`config.mk`:
```
export PLATFORM = sky130hd
export DESIGN_NAME = imm_enc_flat
export DESIGN_NICKNAME = d
export VERILOG_FILES = /design/src/rtl/imm_pkg.sv /design/src/rtl/imm_enc_if.sv /design/src/rtl/imm_enc_core.sv /design/src/rtl/imm_enc.sv /design/src/flat_wrapper.sv
export SDC_FILE = /design/constraint.sdc
export NUM_CORES = 1
export LEC_CHECK = 0
export ABC_CLOCK_PERIOD_IN_PS = 1590
export BUFFER_PORTS_ARGS = -buffer_cell sky130_fd_sc_hd__buf_2
export CAP_MARGIN = 0
export CORE_UTILIZATION = 46
export DETAILED_ROUTE_END_ITERATION = 8
export PLACE_DENSITY = 0.75
export SLEW_MARGIN = 20
export SYNTH_ARGS = -nofsm -noshare
export SYNTH_HDL_FRONTEND = slang
export SYNTH_SLANG_ARGS = --single-unit
export TNS_END_PERCENT = 20
```
`constraint.sdc`:
```
create_clock -name clk -period 1.59 [get_ports clk]
set_input_delay 0.318 -clock clk [delete_from_list [all_inputs] [get_ports clk]]
set_output_delay 0.318 -clock clk [all_outputs]
set_load 0.01 [all_outputs]
```
`src/rtl/imm_pkg.sv`:
```
// Shared immediate-format definitions for the immediate encoder and decoder.
// The range-check helper is only referenced when IMM_CHECK_EN is defined.
package imm_pkg;

    localparam int WIDTH     = 32;
    localparam int IMM_WIDTH = 3;

    typedef enum logic [2:0] {
        IMM_I = 3'b000,
        IMM_S = 3'b001,
        IMM_B = 3'b010,
        IMM_U = 3'b011,
        IMM_J = 3'b100
    } imm_sel_t;

    // Opcode bits [6:2] that distinguish JAL from JALR under the J selector
    localparam logic [4:0] OPC_JAL_HI = 5'b11011;

    // High when imm cannot be represented exactly in the selected format
    function automatic logic imm_range_err(
        input logic [2:0]  sel,
        input logic        is_jal,
        input logic [31:0] imm
    );
        logic err;
        err = 1'b0;
        case (sel)
            IMM_I, IMM_S: err = !(&imm[31:11] || ~|imm[31:11]);
            IMM_B:        err = !(&imm[31:12] || ~|imm[31:12]) || imm[0];
            IMM_U:        err = |imm[11:0];
            IMM_J: begin
                if (is_jal) err = !(&imm[31:20] || ~|imm[31:20]) || imm[0];
                else        err = !(&imm[31:11] || ~|imm[31:11]);
            end
            default:      err = 1'b0;
        endcase
        return err;
    endfunction

endpackage

```
`src/rtl/imm_enc_if.sv`:
```
// Beat-level interface of the immediate encoder: instruction source in, encoded word out.
interface imm_enc_if #(
    parameter int WIDTH     = 32,
    parameter int IMM_WIDTH = 3
);
    logic                 In_valid;
    logic                 In_ready;
    logic [WIDTH-1:0]     Base_instr;
    logic [IMM_WIDTH-1:0] Imm_sel;
    logic [WIDTH-1:0]     Imm;
    logic                 Out_valid;
    logic                 Out_ready;
    logic [WIDTH-1:0]     Out_instr;
    logic                 Imm_err;
    logic [15:0]          Err_count;

    modport master (
        output In_valid, Base_instr, Imm_sel, Imm, Out_ready,
        input  In_ready, Out_valid, Out_instr, Imm_err, Err_count
    );

    modport slave (
        input  In_valid, Base_instr, Imm_sel, Imm, Out_ready,
        output In_ready, Out_valid, Out_instr, Imm_err, Err_count
    );
endinterface

```
`src/rtl/imm_enc_core.sv`:
```
// Combinational packer: writes an immediate into the I/S/B/U/J fields of a base word.
// Range checking is built only when IMM_CHECK_EN is defined; otherwise err is tied low.
module imm_enc_core
    import imm_pkg::*;
(
    input  logic [31:0] base_instr,
    input  logic [2:0]  imm_sel,
    input  logic [31:0] imm,
    output logic [31:0] instr,
    output logic        err
);

    logic is_jal;

    assign is_jal = (base_instr[6:2] == OPC_JAL_HI);

    always_comb begin
        instr = base_instr;
        case (imm_sel)
            IMM_I: instr[31:20] = imm[11:0];
            IMM_S: begin
                instr[31:25] = imm[11:5];
                instr[11:7]  = imm[4:0];
            end
            IMM_B: begin
                instr[31]    = imm[12];
                instr[30:25] = imm[10:5];
                instr[11:8]  = imm[4:1];
                instr[7]     = imm[11];
            end
            IMM_U: instr[31:12] = imm[31:12];
            IMM_J: begin
                // JALR shares the I layout; only a JAL opcode selects the J scramble
                if (is_jal) begin
                    instr[31]    = imm[20];
                    instr[30:21] = imm[10:1];
                    instr[20]    = imm[11];
                    instr[19:12] = imm[19:12];
                end else begin
                    instr[31:20] = imm[11:0];
                end
            end
            default: instr = base_instr;
        endcase
    end

`ifdef IMM_CHECK_EN
    assign err = imm_range_err(imm_sel, is_jal, imm);
`else
    assign err = 1'b0;
`endif

endmodule

```
`src/rtl/imm_enc.sv`:
```
// Two-stage valid/ready immediate encoder: stage 1 holds the request, stage 2 the encoded word.
// Define IMM_CHECK_EN to build the range checker, Imm_err pipeline bit and Err_count.
module imm_enc
    import imm_pkg::*;
#(
    parameter int WIDTH     = 32,
    parameter int IMM_WIDTH = 3
) (
    input  logic       clk,
    input  logic       rst,
    imm_enc_if.slave   bus
);

    logic                 s1_valid;
    logic [WIDTH-1:0]     s1_base;
    logic [IMM_WIDTH-1:0] s1_sel;
    logic [WIDTH-1:0]     s1_imm;

    logic                 s2_valid;
    logic [WIDTH-1:0]     s2_instr;
    logic                 s2_err;

    logic                 s1_load;
    logic                 s2_load;
    logic [WIDTH-1:0]     enc_instr;
    logic                 enc_err;

    assign s2_load     = !s2_valid || bus.Out_ready;
    assign s1_load     = !s1_valid || s2_load;
    assign bus.In_ready = s1_load;

    imm_enc_core u_core (
        .base_instr (s1_base),
        .imm_sel    (s1_sel),
        .imm        (s1_imm),
        .instr      (enc_instr),
        .err        (enc_err)
    );

    always_ff @(posedge clk) begin
        if (rst) begin
            s1_valid <= 1'b0;
            s1_base  <= '0;
            s1_sel   <= '0;
            s1_imm   <= '0;
            s2_valid <= 1'b0;
            s2_instr <= '0;
            s2_err   <= 1'b0;
        end else begin
            if (s1_load) begin
                s1_valid <= bus.In_valid;
                if (bus.In_valid) begin
                    s1_base <= bus.Base_instr;
                    s1_sel  <= bus.Imm_sel;
                    s1_imm  <= bus.Imm;
                end
            end
            if (s2_load) begin
                s2_valid <= s1_valid;
                if (s1_valid) begin
                    s2_instr <= enc_instr;
                    s2_err   <= enc_err;
                end
            end
        end
    end

    assign bus.Out_valid = s2_valid;
    assign bus.Out_instr = s2_instr;
    assign bus.Imm_err   = s2_err;

`ifdef IMM_CHECK_EN
    logic        in_err;
    logic [15:0] err_count;

    // Counted at stage-1 acceptance, so the checker also looks at the raw input beat
    assign in_err = imm_range_err(bus.Imm_sel, bus.Base_instr[6:2] == OPC_JAL_HI, bus.Imm);

    always_ff @(posedge clk) begin
        if (rst) begin
            err_count <= '0;
        end else if (bus.In_valid && s1_load && in_err && (err_count != 16'hFFFF)) begin
            err_count <= err_count + 16'd1;
        end
    end

    assign bus.Err_count = err_count;
`else
    assign bus.Err_count = 16'd0;
`endif

endmodule

```
`src/flat_wrapper.sv`:
```
// flat-port wrapper written by rule: the top's interface ports become plain ports
module imm_enc_flat import imm_pkg::*;
#(
    parameter int WIDTH     = 32,
    parameter int IMM_WIDTH = 3
)
  (clk, rst, bus_In_valid, bus_Base_instr, bus_Imm_sel, bus_Imm, bus_Out_ready, bus_In_ready, bus_Out_valid, bus_Out_instr, bus_Imm_err, bus_Err_count);
  imm_enc_if #(.WIDTH(WIDTH), .IMM_WIDTH(IMM_WIDTH)) bus_i ();
  input  logic clk;
  input  logic rst;
  input wire logic [$bits(bus_i.In_valid)-1:0] bus_In_valid;
  input wire logic [$bits(bus_i.Base_instr)-1:0] bus_Base_instr;
  input wire logic [$bits(bus_i.Imm_sel)-1:0] bus_Imm_sel;
  input wire logic [$bits(bus_i.Imm)-1:0] bus_Imm;
  input wire logic [$bits(bus_i.Out_ready)-1:0] bus_Out_ready;
  output wire logic [$bits(bus_i.In_ready)-1:0] bus_In_ready;
  output wire logic [$bits(bus_i.Out_valid)-1:0] bus_Out_valid;
  output wire logic [$bits(bus_i.Out_instr)-1:0] bus_Out_instr;
  output wire logic [$bits(bus_i.Imm_err)-1:0] bus_Imm_err;
  output wire logic [$bits(bus_i.Err_count)-1:0] bus_Err_count;
  assign bus_i.In_valid = bus_In_valid;
  assign bus_i.Base_instr = bus_Base_instr;
  assign bus_i.Imm_sel = bus_Imm_sel;
  assign bus_i.Imm = bus_Imm;
  assign bus_i.Out_ready = bus_Out_ready;
  assign bus_In_ready = bus_i.In_ready;
  assign bus_Out_valid = bus_i.Out_valid;
  assign bus_Out_instr = bus_i.Out_instr;
  assign bus_Imm_err = bus_i.Imm_err;
  assign bus_Err_count = bus_i.Err_count;
  imm_enc #(.WIDTH(WIDTH), .IMM_WIDTH(IMM_WIDTH)) u_core (.clk(clk), .rst(rst), .bus(bus_i));
endmodule
```
==> reports/metrics.csv <==
metric,value,unit
grt_pass1_vias,3204,
rows,33,
finalSetupViolCount,0,
synth_common_cells,"nand2_1 (154), dfxtp_1 (101), a21oi_1 (78)",
synth_area_leaders,"dfxtp_1 (50%), nand2_1 (14%), a21oi_1 (9.7%)",
fin_area,4880,µm²
endpoint_kind,flip-flop,
grt_max_degree,103,
die_y,95.6,µm
critPathLaunchType,flip-flop,
p_sw_share,26.8,%
dieArea,9140,µm²
fmax,0.682,GHz
status,"complete, no violations",
synth_top_area_share,50.2,%
routed_via_density,5.11,
peakVddDrop,0.415,mV
cap_violations,0,
track_usage,20.6,%
hold_class,in2reg,
synth_edf_count,0,
timing.final.crit_share,92.2,%
yosysTopAreaCell,dfxtp_1,
path_max_fanout,28,
synth_area,4030,µm²
fp.dieW,95.6,µm
nFillCells,799,
regArea,2020,µm²
fin_nets,663,
arrival,1.74,ns
power_frac_seq,56.9,%
pwr-share-clk,30.1,%
core_area,8340,µm²
holdBufCountCts,0,
gp_congestion,0.812,
synth_most_common_cell,nand2_1,
rsz0062_at_grt,true,
min_period,1.47,ns
switchingPower,1310,µW
drv_slew,0,
skew,0.0119,ns
required,1.87,ns
io_pins,122,
grt_pass1_wl,14.6,mm
n_antenna_cell,0,
wl_per_cell,13.2,µm
root_buffer,clkbuf_8,
intPower,3560,µW
ys_async_sr_fraction,0,%
seq_area_frac_synth,50.2,%
drt-initial-drc-count,199,
synth_flop_cell,dfxtp_1,
multi_input_area,1820,µm²
firstDrtPassIters,5,
drive_gt1_share,25.1,%
clockBufferDepth,2,
drc_errors,0,
cts_max_level,3,
synth_warnings,0,
worst-setup-path-type,reg2reg,
portBuffers,104,
power,4860,µW
place_area,4680,µm²
cts_tree,yes,
hold_viol_final,0,
syn_to_final_growth,21.2,%
grt_remaining_overflow,0,
p_leak,0.00213,µW
dp_hpwl,6.48,mm
power_frac_comb,13.0,%
numCtsBuffers,9,
ys_types,37,
clk_pin_slew,0.10,ns
syn_area_per_cell,8.14,µm²
postRouteWirelength,9.26,mm
ys_ff_latch,101,
vias,3585,
syn-instance-count,495,
drtAntennaViolNets,0,
powerDensity,996,nW/µm²
start_util,48.3,%
grt_antenna_before_repair,0,
clock-sinks,101,
cts_setup_buffers,0,
clock_latency,0.36,ns
routing by layer:
layer  GRT usage (%)  share of wire (%)  vias to the layer above
met5               0                  0                        -
met4            7.34                1.4                        0
met3            3.27                4.7                       12
met2            35.2                 50                      102
met1            26.2                 44                     1637
li1                -                  -                     1834
cell type report:
type                       instances  area share [%]
sequential                       101            41.4
timing repair buffer             122            14.8
multi-input combinational        355            37.2
inverter                           3           0.231
clock inverter                     6           0.768
tap                              105            2.69
clock buffer                      10            2.82
final timing paths:
check / slack (ns) / depth (start not counted) / start / end
worst max register to register: 0.12 / 5 / u_core.bus.Out_valid$_SDFFE_PP0P_ / u_core.s1_base[16]$_SDFFE_PP0P_
worst min register to register: 0.46 / 2 / u_core.s1_base[11]$_SDFFE_PP0P_ / u_core.s1_base[11]$_SDFFE_PP0P_
worst min-delay path: 0.18 / 3 / bus_Base_instr[1] / u_core.s1_base[1]$_SDFFE_PP0P_
worst max-delay path: 0.12 / 5 / u_core.bus.Out_valid$_SDFFE_PP0P_ / u_core.s1_base[16]$_SDFFE_PP0P_
state kept, by name, indices dropped and copies added, names as in the netlist:
name,cells
u_core.bus.Out_instr,32
u_core.s1_base,32
u_core.s1_imm,32
u_core.s1_sel,3
u_core.bus.Out_valid,1
u_core.s1_valid,1
critical path, stage by stage, from the launching register on:
cell and delay, ns:
dfxtp_1 0.33, nor2b_2 0.21, a21oi_4 0.41, buf_12 0.23
nand2_1 0.07, a21oi_1 0.13
power groups by stage:
stage	Sequential (µW)	Clock [µW]	Combinational [µW]
floorplan	2820	0	388
global placement	2820	0	616
detailed placement	2820	0	629
CTS	2760	1490	631
global route	2780	1610	708
finish	2770	1460	634
stage by stage:
stage	util, %	TNS (ns)	worst slack (ns)	hold slack [ns]	instances
floorplan	-	0	0.0889	0.432	511
global placement	56.1	0	0.0586	0.441	685
detailed placement	56.1	-0.0101	-0.00530	0.447	685
CTS	58.3	0	0.00831	0.181	701
global route	58.6	-0.00625	-0.00625	0.180	702
finish	58.6	0	0.124	0.184	702
layout by cell type (no fill, tap or decap), types with 2 or more instances in the layout:
cell | synthesis | routed
buf_4 | 17 | 13
a221oi_1 | 4 | 4
clkinv_2 | 0 | 4
a211oi_1 | 22 | 22
a222oi_1 | 6 | 6
o21a_1 | 2 | 2
mux2i_1 | 12 | 12
buf_2 | 3 | 103
nand3b_1 | 4 | 4
and4b_1 | 3 | 3
clkbuf_8 | 0 | 10
nand2_1 | 154 | 153
nor2_1 | 30 | 26
nor2_2 | 0 | 3
a21oi_1 | 78 | 77
nand3_1 | 2 | 2
dfxtp_1 | 101 | 100
conb_1 | 1 | 17
buf_12 | 0 | 5
inv_1 | 3 | 3
nand2b_1 | 4 | 3
cells by family after synthesis:
family,count (synthesis),synth area share (%)
DFF,101,50.2
other,1,0.0930
AOI/OAI and AO/OA,121,18.7
and+or+nand+nor,204,20.8
muxes,12,2.98
buffers and inverters,56,7.29
timing repair:
| item | in CTS | in global routing |
|---|---|---|
| cloned | 0 | 1 |
| pin swaps | 1 | 1 |
| setup endpoints to repair | 4 | 56 |
| gates resized for setup | 2 | 6 |
(Power assumes the default switching activity.)
